`src/rtl/alu4_pkg.sv`:
```
// Shared definitions for the 4-bit ALU slice and its multi-precision sequencer.
// Latency: n/a (types, constants and a helper function only).
// Backpressure: n/a.
package alu4_pkg;

   // Sequencer control states
   typedef enum logic [1:0] {
      IDLE = 2'd0,
      EXEC = 2'd1,
      DONE = 2'd2
   } state_t;

   // ALU opcodes
   localparam logic [3:0] OP_ADD = 4'h0;
   localparam logic [3:0] OP_SUB = 4'h1;
   localparam logic [3:0] OP_AND = 4'h2;
   localparam logic [3:0] OP_OR  = 4'h3;
   localparam logic [3:0] OP_XOR = 4'h4;
   localparam logic [3:0] OP_ROL = 4'h5;
   localparam logic [3:0] OP_ROR = 4'h6;
   localparam logic [3:0] OP_SHL = 4'h7;
   localparam logic [3:0] OP_SHR = 4'h8;

   // Bit n set when opcode n moves data towards the LSB (rotate/shift right).
   // Those opcodes must walk the word MSB-first so the rotate carry chains correctly.
   localparam logic [15:0] RIGHT_OPS = 16'h0140;

   function automatic logic op_is_right(input logic [3:0] op);
      return RIGHT_OPS[op];
   endfunction

endpackage

```
`src/rtl/alu4_seq_nib_mux.sv`:
```
// Nibble select (operands A/B) and nibble insert (result word) by index k.
// Latency: purely combinational.
// Backpressure: none; follows its inputs.
module alu4_seq_nib_mux #(
   parameter int NIBBLES = 4,
   parameter int KW      = 2
) (
   input  logic [4*NIBBLES-1:0] word_a,
   input  logic [4*NIBBLES-1:0] word_b,
   input  logic [4*NIBBLES-1:0] word_res,
   input  logic [KW-1:0]        k,
   input  logic [3:0]           nib_in,
   output logic [3:0]           nib_a,
   output logic [3:0]           nib_b,
   output logic [4*NIBBLES-1:0] word_ins
);

   // Pick nibble k of A and B, and overwrite nibble k of the result word with nib_in
   always_comb begin
      nib_a    = '0;
      nib_b    = '0;
      word_ins = word_res;
      for (int i = 0; i < NIBBLES; i++) begin
         if (k == KW'(i)) begin
            nib_a              = word_a[i*4 +: 4];
            nib_b              = word_b[i*4 +: 4];
            word_ins[i*4 +: 4] = nib_in;
         end
      end
   end

endmodule

```
`src/rtl/alu4_seq.sv`:
```
// Multi-precision sequencer: feeds one wide command through the 4-bit ALU a nibble per cycle.
// Latency: accept edge, NIBBLES EXEC cycles, then res_valid; no overlap between commands.
// Backpressure: cmd_ready only in IDLE; result held stable in DONE until res_ready. Optional abort: ALU4_SEQ_ABORT_EN.
module alu4_seq
   import alu4_pkg::*;
#(
   parameter int NIBBLES = 4
) (
   input  logic                 clk,
   input  logic                 rst_n,
   input  logic                 cmd_valid,
   output logic                 cmd_ready,
   input  logic [3:0]           cmd_op,
   input  logic [4*NIBBLES-1:0] cmd_a,
   input  logic [4*NIBBLES-1:0] cmd_b,
   input  logic                 cmd_mcin,
   input  logic                 cmd_rcin,
`ifdef ALU4_SEQ_ABORT_EN
   input  logic                 cmd_abort,
`endif
   output logic [3:0]           alu_op,
   output logic [3:0]           alu_a,
   output logic [3:0]           alu_b,
   output logic                 alu_mcin,
   output logic                 alu_rcin,
   input  logic [3:0]           alu_out,
   input  logic                 alu_mco,
   input  logic                 alu_rco,
   input  logic                 alu_ovf,
   output logic                 res_valid,
   input  logic                 res_ready,
   output logic [4*NIBBLES-1:0] res_data,
   output logic                 res_mco,
   output logic                 res_rco,
   output logic                 res_zero,
   output logic                 res_ovf
);

   localparam int W  = 4 * NIBBLES;
   localparam int KW = (NIBBLES > 1) ? $clog2(NIBBLES) : 1;
   localparam logic [KW-1:0] LAST = KW'(NIBBLES - 1);

   state_t          state_q, state_d;
   logic [KW-1:0]   cnt_q;
   logic [3:0]      op_q;
   logic [W-1:0]    a_q, b_q;
   logic [W-1:0]    work_q;     // result under assembly
   logic [W-1:0]    res_q;      // last committed result
   logic            mcin_q, rcin_q;
   logic            mco_q, rco_q, zero_q, ovf_q;
   logic            in_exec;
   logic            abort_w;
   logic [KW-1:0]   k;
   logic [3:0]      nib_a, nib_b;
   logic [W-1:0]    work_ins;

`ifdef ALU4_SEQ_ABORT_EN
   assign abort_w = cmd_abort;
`else
   assign abort_w = 1'b0;
`endif

   assign in_exec = (state_q == EXEC);

   // Right-moving opcodes start at the top nibble so the rotate carry flows downwards
   assign k = op_is_right(op_q) ? (LAST - cnt_q) : cnt_q;

   alu4_seq_nib_mux #(
      .NIBBLES (NIBBLES),
      .KW      (KW)
   ) u_nib_mux (
      .word_a   (a_q),
      .word_b   (b_q),
      .word_res (work_q),
      .k        (k),
      .nib_in   (alu_out),
      .nib_a    (nib_a),
      .nib_b    (nib_b),
      .word_ins (work_ins)
   );

   // First nibble takes the command's carries; later nibbles take the previous nibble's carry-outs
   assign alu_op    = in_exec ? op_q  : 4'd0;
   assign alu_a     = in_exec ? nib_a : 4'd0;
   assign alu_b     = in_exec ? nib_b : 4'd0;
   assign alu_mcin  = in_exec & ((cnt_q == '0) ? mcin_q : mco_q);
   assign alu_rcin  = in_exec & ((cnt_q == '0) ? rcin_q : rco_q);

   assign cmd_ready = (state_q == IDLE);
   assign res_valid = (state_q == DONE);
   assign res_data  = res_q;
   assign res_mco   = mco_q;
   assign res_rco   = rco_q;
   assign res_zero  = zero_q;
   assign res_ovf   = ovf_q;

   // State register
   always_ff @(posedge clk) begin
      if (!rst_n) state_q <= IDLE;
      else        state_q <= state_d;
   end

   // Next-state: accept, walk NIBBLES nibbles (abortable), hold result until consumed
   always_comb begin
      state_d = state_q;
      case (state_q)
         IDLE:    if (cmd_valid)            state_d = EXEC;
         EXEC:    if (abort_w)              state_d = IDLE;
                  else if (cnt_q == LAST)   state_d = DONE;
         DONE:    if (res_ready)            state_d = IDLE;
         default:                           state_d = IDLE;
      endcase
   end

   // Datapath: latch the command on accept, accumulate one nibble per EXEC edge, commit on the last
   always_ff @(posedge clk) begin
      if (!rst_n) begin
         cnt_q  <= '0;
         op_q   <= '0;
         a_q    <= '0;
         b_q    <= '0;
         work_q <= '0;
         res_q  <= '0;
         mcin_q <= 1'b0;
         rcin_q <= 1'b0;
         mco_q  <= 1'b0;
         rco_q  <= 1'b0;
         zero_q <= 1'b0;
         ovf_q  <= 1'b0;
      end else begin
         case (state_q)
            IDLE: begin
               if (cmd_valid) begin
                  op_q   <= cmd_op;
                  a_q    <= cmd_a;
                  b_q    <= cmd_b;
                  mcin_q <= cmd_mcin;
                  rcin_q <= cmd_rcin;
                  cnt_q  <= '0;
                  zero_q <= 1'b1;
               end
            end
            EXEC: begin
               if (!abort_w) begin
                  work_q <= work_ins;
                  mco_q  <= alu_mco;
                  rco_q  <= alu_rco;
                  zero_q <= zero_q & (alu_out == 4'd0);
                  ovf_q  <= alu_ovf;
                  cnt_q  <= cnt_q + KW'(1);
                  if (cnt_q == LAST) res_q <= work_ins;
               end
            end
            default: ;
         endcase
      end
   end

endmodule

```
`config.mk`:
```
export PLATFORM = sky130hd
export DESIGN_NAME = alu4_seq
export DESIGN_NICKNAME = d
export VERILOG_FILES = /design/src/rtl/alu4_pkg.sv /design/src/rtl/alu4_seq_nib_mux.sv /design/src/rtl/alu4_seq.sv
export SDC_FILE = /design/constraint.sdc
export NUM_CORES = 1
export LEC_CHECK = 0
export BUFFER_PORTS_ARGS = -buffer_cell sky130_fd_sc_hd__buf_2
export CAP_MARGIN = 20
export CELL_PAD_IN_SITES_DETAIL_PLACEMENT = 0
export CELL_PAD_IN_SITES_GLOBAL_PLACEMENT = 1
export CORE_MARGIN = 2
export CORE_UTILIZATION = 45
export CTS_BUF_LIST = sky130_fd_sc_hd__clkbuf_2 sky130_fd_sc_hd__clkbuf_4 sky130_fd_sc_hd__clkbuf_8
export DETAILED_ROUTE_END_ITERATION = 10
export PLACE_DENSITY_LB_ADDON = 0.2
export SYNTH_ARGS = -nofsm -noshare
export SYNTH_HDL_FRONTEND = slang
export SYNTH_SLANG_ARGS = --single-unit
```
`constraint.sdc`:
```
create_clock -name clk -period 4.3 [get_ports clk]
set_input_delay 0.86 -clock clk [delete_from_list [all_inputs] [get_ports clk]]
set_output_delay 0.86 -clock clk [all_outputs]
set_load 0.01 [all_outputs]
```
==> run summary, run 1 <==
status -> complete, no violations
final hold viol count -> 0
via count -> 3182
first-pass GRT wire length -> 14690 um
Seq cells post-synth -> 79
clock slew at reported path FFs -> 0.08 ns
gr usage total -> 21.17%
Max IR drop VDD -> 0.1945 mV
Initial Util -> 46.19%
slowest cell on the critical path -> dfxtp_1
CTS Buf Count -> 9
area delta synth->final -> 18.06%
antenna violations before repair -> 0
CTS sink count -> 79
clock buffer depth -> 2
Min-Delay Path Class -> reg2reg
fin area -> 4458 um^2
total die area -> 9140 um^2
ant diodes -> 0
die width -> 95.61 um
unrepaired setup endpoints after global routing -> false
Post-Syn Area -> 3776 um^2
post-route ant nets -> 0
grt ovf -> 0
CP endpoint kind -> output port
TNS Setup -> 0 ns
DR WL/cell -> 15.34 um
DP HPWL -> 6376 um
pin count of the biggest net entering global routing -> 59
WP data required -> 3.44 ns
dpl cells -> 584
P_leak -> 1.893 nW
Syn. warnings -> 0
CTS tree -> done
Critical Path Start Type -> flop
placed cell areas -> 4174 um^2
register area -> 1582 um^2
Worst-Margin Slew -> 0.9166 ns
Critical Path, Cell by Cell -> and3b_1, or2_1, a2111oi_2, buf_2
post-route minimum period -> 3.417 ns
buffers added on ports -> 84
fin crit share -> 79.48%
syn nets -> 480
vias in the first global route -> 2881
Die H -> 95.61 um
vias per std cell -> 5.295
clk_lat worst skew -> 0.36 ns
ratio of total power to cell area -> 375.9 nW/um^2
core footprint -> 8175 um^2
max incr delay on CP -> 0.85 ns
hold depth -> 2
Cells after Synth -> 429
drt total wl -> 9218 um
WS Path Type -> reg2out
Async SR Flop Fraction -> 0%
Post-synth EDFFs -> 0
clk root buf -> clkbuf_8
critical path fanouts, max -> 22
total design power -> 1.676 mW
count of final max-slew check failures -> 0
Fin Clk Skew -> 0.01202 ns
Layout Nets -> 543
area occupied by multi-input gates -> 1999 um^2
final setup fails -> 0
fmax -> 292.6 MHz
Row Count -> 33
top_reg_cell synth -> dfxtp_1
fill count -> 797
mean cell area of the mapped netlist -> 8.802 um^2
H-tree Lvls -> 3
DR pass1 iterations -> 4
Post-Layout Cell Count -> 601
sequential fraction of the synthesis area -> 41.88%
Arr. time, crit path -> 2.56 ns
worst r2r path cells -> 4
slew margin rel. -> 38.89%
MaxCap Viol Count -> 0
GPL Wtd Cong -> 0.8221
I/O pins -> 85
Distinct cells, synth -> 36
postcts setup bufs -> 0
number of remaining DRC errors -> 0
Iter 0 DRT Violations -> 144
post-cts repair resize count -> 0
CTS Hold Bufs -> 0
share of cells above drive strength 1 -> 26.41%
-- logic make-up after synthesis --
| group | share of synthesized area [%] |
|---|---|
| fa+ha+maj | 0.6626 |
| buf+inv | 5.301 |
| simple gates | 20.94 |
| compound gates | 19.88 |
| flops | 41.88 |
| mux | 11.33 |
-- path summary, 6_finish.rpt --
check | start | end | slack, ns
setup / recovery | flop | alu_a[3] | 0.88
hold / removal | work_q[14] | work_q[14] | 0.47
setup reg to reg | cnt_q[1] | res_data[1] | 1.92
hold reg to reg | work_q[14] | work_q[14] | 0.47
-- cells in the mapped netlist, types with 4 or more instances --
| master | n | area [um^2] |
|---|---|---|
| a2111oi_2 | 5 | 75.07 |
| a211oi_1 | 18 | 135.1 |
| a21boi_0 | 44 | 330.3 |
| a21oi_1 | 5 | 25.02 |
| and2_1 | 5 | 31.28 |
| and3b_1 | 4 | 35.03 |
| buf_2 | 7 | 35.03 |
| buf_6 | 4 | 45.04 |
| clkbuf_1 | 24 | 90.09 |
| dfxtp_1 | 79 | 1582 |
| inv_1 | 7 | 26.28 |
| mux2_2 | 10 | 112.6 |
| mux2i_1 | 18 | 180.2 |
| mux4_2 | 6 | 135.1 |
| nand2_1 | 105 | 394.1 |
| nand2b_1 | 5 | 31.28 |
| nor2_1 | 9 | 33.78 |
| nor4_1 | 17 | 106.4 |
| o21ai_0 | 18 | 90.09 |
| o22ai_1 | 5 | 31.28 |
-- area by class of cell --
cell class | count | share of cell area (%)
sequential | 79 | 35.48
multi-input combinational | 307 | 44.85
inverter | 7 | 0.5894
clock buffer | 12 | 3.564
timing repair buffer | 88 | 10.55
tap | 105 | 2.947
clock inverter | 3 | 2.021
-- routing by layer --
metal	track usage [%]	wire length, um	vias up
met5	0	0	-
met4	7.857	142	0
met3	3.557	424	11
met2	32.34	4267	73
met1	29.95	4384	1468
li1	-	-	1630
-- power breakdown --
group          internal, mW  total [mW]  switching (mW)  leakage, nW
clock                 0.421       0.686           0.265        0.126
sequential            0.763       0.790          0.0271        0.644
combinational        0.0886       0.200           0.111         1.12
total                  1.27        1.68           0.403         1.89
-- critical path, delay by kind of cell (launching register included) --
kind / cells / cell delay (ns)
compound gates: 1 / 0.48
buf+inv: 1 / 0.21
flops: 1 / 0.85
simple gates: 2 / 0.66
-- metrics by stage --
stage | hold slack [ns] | util [%] | worst slack, ns
detailed placement | 0.4520 | 51.06 | 1.077
CTS | 0.4658 | 54.10 | 0.6908
global route | 0.4846 | 54.53 | 0.7708
finish | 0.4654 | 54.53 | 0.8825
global placement | 0.4465 | 51.06 | 1.177
floorplan | 0.4349 | - | 1.902
-- cell usage in the layout, fill, tap and decap left out, types with 4 or more instances in the layout --
cell type	instances
a211oi_1	18
o22ai_1	5
dfxtp_1	79
inv_1	7
buf_2	84
mux2i_1	18
o21ai_0	18
mux4_2	6
and3b_1	4
nand2b_1	5
a2111oi_2	5
nand2_1	105
a21boi_0	44
clkbuf_8	11
a21oi_1	5
mux2_2	10
and2_1	5
nor2_1	9
nor4_1	17
-- state kept, by name, indices dropped and copies added (netlist names), named ones only --
register	cells
res_mco	1
mcin_q	1
a_q	16
b_q	16
state_q	2
rcin_q	1
work_q	16
res_ovf	1
cnt_q	2
res_data	16
res_rco	1
res_zero	1
op_q	4
No activity file was read; power rests on OpenSTA's default activity.
==> run 2, diff against run 1 <==
Settings changed: CORE_UTILIZATION 45 to 42.
Clock period 4.3 ns to 3.3 ns, I/O delays scaled along.
==> run 2 against run 1 <==
  * Cell area down 1.5%
  * Cell count up 1.2%
  * Wire length up 2.0%
  * First-iteration DRC count down 44%
  * Core utilization down 4.2 points
  * Register-to-register slack worse by 0.70 ns
  * Largest cell class unchanged
  * Highest routed layer unchanged
==> run summary, run 2 (synthesis gave the netlist of run 1 again) <==
post-route ant nets -> 0 (unchanged)
status -> complete, no violations
clock slew at reported path FFs -> 0.08 ns (about the same)
GR peak layer -> met2
clk root buf -> clkbuf_8
grt ovf -> 0 (unchanged)
most common cell after layout, fill and taps aside -> nand2_1
drt total wl -> 9402 um (+2.0%)
CTS tree -> done
WP data required -> 2.64 ns (-0.80 ns)
dpl cells -> 592 (+1.4%)
share of cells above drive strength 1 -> 27.00% (+0.59 points)
Layout Nets -> 546 (+0.55%)
WS Path Type -> reg2out
Worst-Margin Slew -> 0.9303 ns (+0.01362 ns)
worst r2r path cells -> 5 (+1)
post-cts repair resize count -> 0 (unchanged)
register area -> 1582 um^2 (unchanged)
via count -> 3211 (+0.91%)
number of remaining DRC errors -> 0 (unchanged)
Critical Path, Cell by Cell -> nor3b_1, or2_1, a2111oi_2, buf_2
pin count of the biggest net entering global routing -> 45 (-24%)
buffers added on ports -> 84 (unchanged)
fin crit share -> 93.44%
max incr delay on CP -> 0.78 ns (-0.07 ns)
count of final max-slew check failures -> 0 (unchanged)
fill count -> 870 (+9.2%)
vias per std cell -> 5.281 (-0.25%)
postcts setup bufs -> 0 (unchanged)
Min-Delay Path Class -> reg2reg
clk_lat worst skew -> 0.36 ns (about the same)
delay-heaviest family, CP -> flip-flops
met3 Use GR -> 5.035% (+1.5 points)
Initial Util -> 43.30% (-2.9 points)
DP HPWL -> 6603 um (+3.6%)
CTS sink count -> 79 (unchanged)
MaxCap Viol Count -> 0 (unchanged)
final setup fails -> 0 (unchanged)
DR pass1 iterations -> 4 (unchanged)
slowest cell on the critical path -> dfxtp_1
core footprint -> 8721 um^2 (+6.7%)
met2 Usage GRT -> 32.07% (-0.27 points)
ratio of total power to cell area -> 441.9 nW/um^2 (+18%)
ant diodes -> 0 (unchanged)
unrepaired setup endpoints after global routing -> false
die width -> 98.82 um (+3.4%)
fmax -> 324.3 MHz
P_leak -> 1.865 nW (-1.5%)
area occupied by multi-input gates -> 1999 um^2 (unchanged)
met1 Usage GRT -> 27.02% (-2.9 points)
final hold viol count -> 0 (unchanged)
Arr. time, crit path -> 2.42 ns (-0.14 ns)
gr usage total -> 19.89% (-1.3 points)
I/O pins -> 85 (unchanged)
first-pass GRT wire length -> 15610 um (+6.2%)
CTS Buf Count -> 9 (unchanged)
Final Core Density -> 50.33% (-4.2 points)
post-route minimum period -> 3.083 ns
Die H -> 98.82 um (+3.4%)
H-tree Lvls -> 3 (unchanged)
number of stages on the worst setup path -> 4 (unchanged)
total die area -> 9765 um^2 (+6.8%)
Iter 0 DRT Violations -> 80 (-44%)
Worst Path Buf+Inv -> 1 (unchanged)
Fin Clk Skew -> 0.007977 ns (-0.004039 ns)
DR WL/cell -> 15.46 um (+0.82%)
antenna violations before repair -> 0 (unchanged)
GPL Wtd Cong -> 0.8198 (-0.28%)
area delta synth->final -> 16.24%
critical path fanouts, max -> 20 (-9.1%)
vias in the first global route -> 3180 (+10%)
Row Count -> 34 (+3.0%)
hold depth -> 2 (unchanged)
Post-Layout Cell Count -> 608 (+1.2%)
Max IR drop VDD -> 0.2261 mV (+16%)
CP endpoint kind -> output port
TNS Setup -> 0 ns (unchanged)
slew margin rel. -> 37.98% (-0.91 points)
Critical Path Start Type -> flop
commonest non-fill, non-tap cells in the layout -> nand2_1 (105), buf_2 (84), dfxtp_1 (79)
clock buffer depth -> 2 (unchanged)
CTS Hold Bufs -> 0 (unchanged)
[run 2: cell types whose count changed in the layout (fill, tap and decap cells not counted), sizes merged]
cell      previous run  this run
clkinvlp             0         1
clkbuf              12        11
buf                 88        91
bufinv               3         0
clkinv               0         4
[run 2: per-stage QoR]
stage / area [um^2] / hold WS, ns / worst slack (ns) / total power [mW]
2_1_floorplan: 3776 / 0.4349 / 1.102 / 1.225
3_3_place_gp: 4215 / 0.4485 / 0.7158 / 1.305
3_5_place_dp: 4215 / 0.4533 / 0.6371 / 1.310
4_1_cts: 4389 / 0.4654 / 0.2338 / 1.960
5_1_grt: 4389 / 0.4870 / 0.08037 / 2.037
6_report: 4389 / 0.4635 / 0.2166 / 1.939
[run 2: per-layer routing]
layer  routed length [um]  up-vias  part of all wire, %
li1                     -     1636                    -
met1                 4617     1505                   49
met2                 4369       62                   46
met3                  339        8                  3.6
met4                   76        0                 0.81
met5                    0        -                    0
[run 2: path summary, 6_finish.rpt]
| path | from | end | slack, ns |
|---|---|---|---|
| max reg2reg | cnt_q[0] | res_data[9] | 1.22 |
| max | cnt_q[0] | alu_a[3] | 0.22 |
| min reg2reg | b_q[1] | b_q[1] | 0.46 |
| min | b_q[1] | b_q[1] | 0.46 |
[run 2: power breakdown]
group | internal, mW | switching, mW | total [mW]
Sequential | 0.994 | 0.0362 | 1.03
Clock | 0.290 | 0.364 | 0.654
Combinational | 0.113 | 0.142 | 0.255
[run 2: layout make-up]
cell class,instances,area share (%)
Sequential cell,79,36.03
Inverter,7,0.5986
Tap cell,108,3.079
Multi-Input combinational cell,307,45.55
Timing Repair Buffer,91,10.78
Clock inverter,5,0.7982
Clock buffer,11,3.164
[run 2: worst reg2reg max path, delay by kind of cell, from the launching register on]
family,cells,cell delay [ns]
AO/OA/AOI/OAI,1,0.15
AND/OR/NAND/NOR,2,0.48
flip-flops,1,0.78
buffers and inverters,1,0.22
adder cells (fa/ha/maj),1,0.33
==> run 3, diff against run 2 <==
Clock period 3.3 ns to 2.9 ns, I/O delays scaled along.
==> run 3 against run 2 <==
  * Global-route usage increased by 0.15 points
  * Largest cell class unchanged
  * Cell area increased by 2.4%
  * Sequential share of layout area decreased by 0.82 points
  * Setup slack better by 0.010 ns
  * Register-to-register slack lost 0.21 ns
  * First-iteration DRC count rose by 19%
  * Die area is the same
  * Highest routed layer unchanged
  * Sequential power rose by 14%
  * Critical endpoint is now alu_b[0]
  * Power up 26%
  * Core utilization grew 1.2 points
==> run summary, run 3 (synthesis gave the netlist of run 1 again) <==
CTS tree -> done
via count -> 3224 (+0.40%)
total die area -> 9765 um^2 (unchanged)
clock slew at reported path FFs -> 0.08 ns (about the same)
vias per std cell -> 5.259 (-0.41%)
met2 Usage GRT -> 30.35% (-1.7 points)
fin crit share -> 92.19%
drt total wl -> 9386 um (-0.17%)
postcts setup bufs -> 0 (unchanged)
CTS Buf Count -> 9 (unchanged)
I/O pins -> 85 (unchanged)
CP endpoint kind -> output port
clock buffer depth -> 2 (unchanged)
Arr. time, crit path -> 2.09 ns (-0.33 ns)
area delta synth->final -> 19.05%
die width -> 98.82 um (unchanged)
gr usage total -> 20.04% (+0.15 points)
WS Path Type -> reg2out
Fin Clk Skew -> 0.01404 ns (+0.006059 ns)
CTS Hold Bufs -> 0 (unchanged)
number of remaining DRC errors -> 0 (unchanged)
hold depth -> 2 (unchanged)
buffers added on ports -> 84 (unchanged)
CTS sink count -> 79 (unchanged)
Max IR drop VDD -> 0.3244 mV (+43%)
DR pass1 iterations -> 4 (unchanged)
Post-Layout Cell Count -> 613 (+0.82%)
worst r2r path cells -> 4 (-1)
fmax -> 374.1 MHz
most common cell after layout, fill and taps aside -> nand2_1
post-route minimum period -> 2.673 ns
vias in the first global route -> 3128 (-1.6%)
dpl cells -> 598 (+1.0%)
total design power -> 2.448 mW (+26%)
grt ovf -> 0 (unchanged)
MaxCap Viol Count -> 0 (unchanged)
met1 Usage GRT -> 28.36% (+1.3 points)
clk_lat worst skew -> 0.35 ns (about the same)
post-cts repair resize count -> 0 (unchanged)
first-pass GRT wire length -> 15630 um (+0.13%)
unrepaired setup endpoints after global routing -> false
final hold viol count -> 0 (unchanged)
Iter 0 DRT Violations -> 95 (+19%)
DP HPWL -> 6851 um (+3.7%)
Worst-Margin Slew -> 0.9410 ns (+0.01072 ns)
share of cells above drive strength 1 -> 27.92% (+0.92 points)
Min-Delay Path Class -> reg2reg
status -> complete, no violations
slew margin rel. -> 37.27% (-0.71 points)
critical path fanouts, max -> 15 (-25%)
commonest non-fill, non-tap cells in the layout -> nand2_1 (105), buf_2 (84), dfxtp_1 (78)
Layout Nets -> 552 (+1.1%)
clk root buf -> clkbuf_8
pin count of the biggest net entering global routing -> 44 (-2.2%)
met3 Use GR -> 5.035% (unchanged)
GR peak layer -> met2
post-route ant nets -> 0 (unchanged)
core footprint -> 8721 um^2 (unchanged)
antenna violations before repair -> 0 (unchanged)
TNS Setup -> 0 ns (unchanged)
final setup fails -> 0 (unchanged)
Die H -> 98.82 um (unchanged)
WP data required -> 2.32 ns (-0.32 ns)
Critical Path Start Type -> flop
count of final max-slew check failures -> 0 (unchanged)
ant diodes -> 0 (unchanged)
P_leak -> 1.925 nW (+3.2%)
H-tree Lvls -> 3 (unchanged)
GPL Wtd Cong -> 0.7922 (-3.4%)
ratio of total power to cell area -> 544.5 nW/um^2 (+23%)
Initial Util -> 43.30% (unchanged)
DR WL/cell -> 15.31 um (-0.98%)
Row Count -> 34 (unchanged)
run 3: changes by cell type in the layout (fill, tap and decap cells not counted):
cell / delta
clkinvlp_4: -1
bufinv_16: +3
clkinv_4: -2
dfxtp_1: -1
buf_4: +6
clkinv_2: -1
dfxtp_2: +1
run 3: per-layer routing:
metal | wire, um | vias up
li1 | - | 1644
met1 | 4484 | 1487
met2 | 4355 | 86
met3 | 456 | 7
met4 | 89 | 0
met5 | 0 | -
run 3: per-stage QoR:
| stage | area [um^2] | hold WS, ns | utilization, % | worst slack [ns] |
|---|---|---|---|---|
| 2_1_floorplan | 3776 | 0.4349 | - | 0.7825 |
| 3_3_place_gp | 4260 | 0.4490 | 48.85 | 0.5647 |
| 3_5_place_dp | 4260 | 0.4529 | 48.85 | 0.4973 |
| 4_1_cts | 4494 | 0.4570 | 51.54 | 0.1063 |
| 5_1_grt | 4496 | 0.4510 | 51.55 | 0.05038 |
| 6_report | 4496 | 0.4636 | 51.55 | 0.2266 |
run 3: cell type report:
cell class / count / area, um^2
Inverter: 7 / 26.28
Clock inverter: 4 / 95.09
Tap cell: 108 / 135.1
Timing Repair Buffer: 97 / 518.0
Fill cell: 856 / 4225
Sequential cell: 79 / 1583
Clock buffer: 11 / 138.9
Multi-Input combinational cell: 307 / 1999
run 3: path summary, 6_finish.rpt:
check	start	to	slack, ns
min reg2reg	work_q[2]	work_q[2]	0.46
min	work_q[2]	work_q[2]	0.46
max reg2reg	cnt_q[0]	res_data[7]	1.01
max	flop	alu_b[0]	0.23
run 3: where the power goes:
group | leakage (nW) | switching [mW] | internal (mW)
clock | 0.120 | 0.389 | 0.586
sequential | 0.645 | 0.0373 | 1.13
combinational | 1.16 | 0.170 | 0.135
total | 1.93 | 0.596 | 1.85
run 3: critical path: stages, from the launching register on:
cell and delay [ns]:
dfxtp_2 0.38, buf_4 0.20, and3b_1 0.23, or2_1 0.36, a2111oi_2 0.39, buf_2 0.19
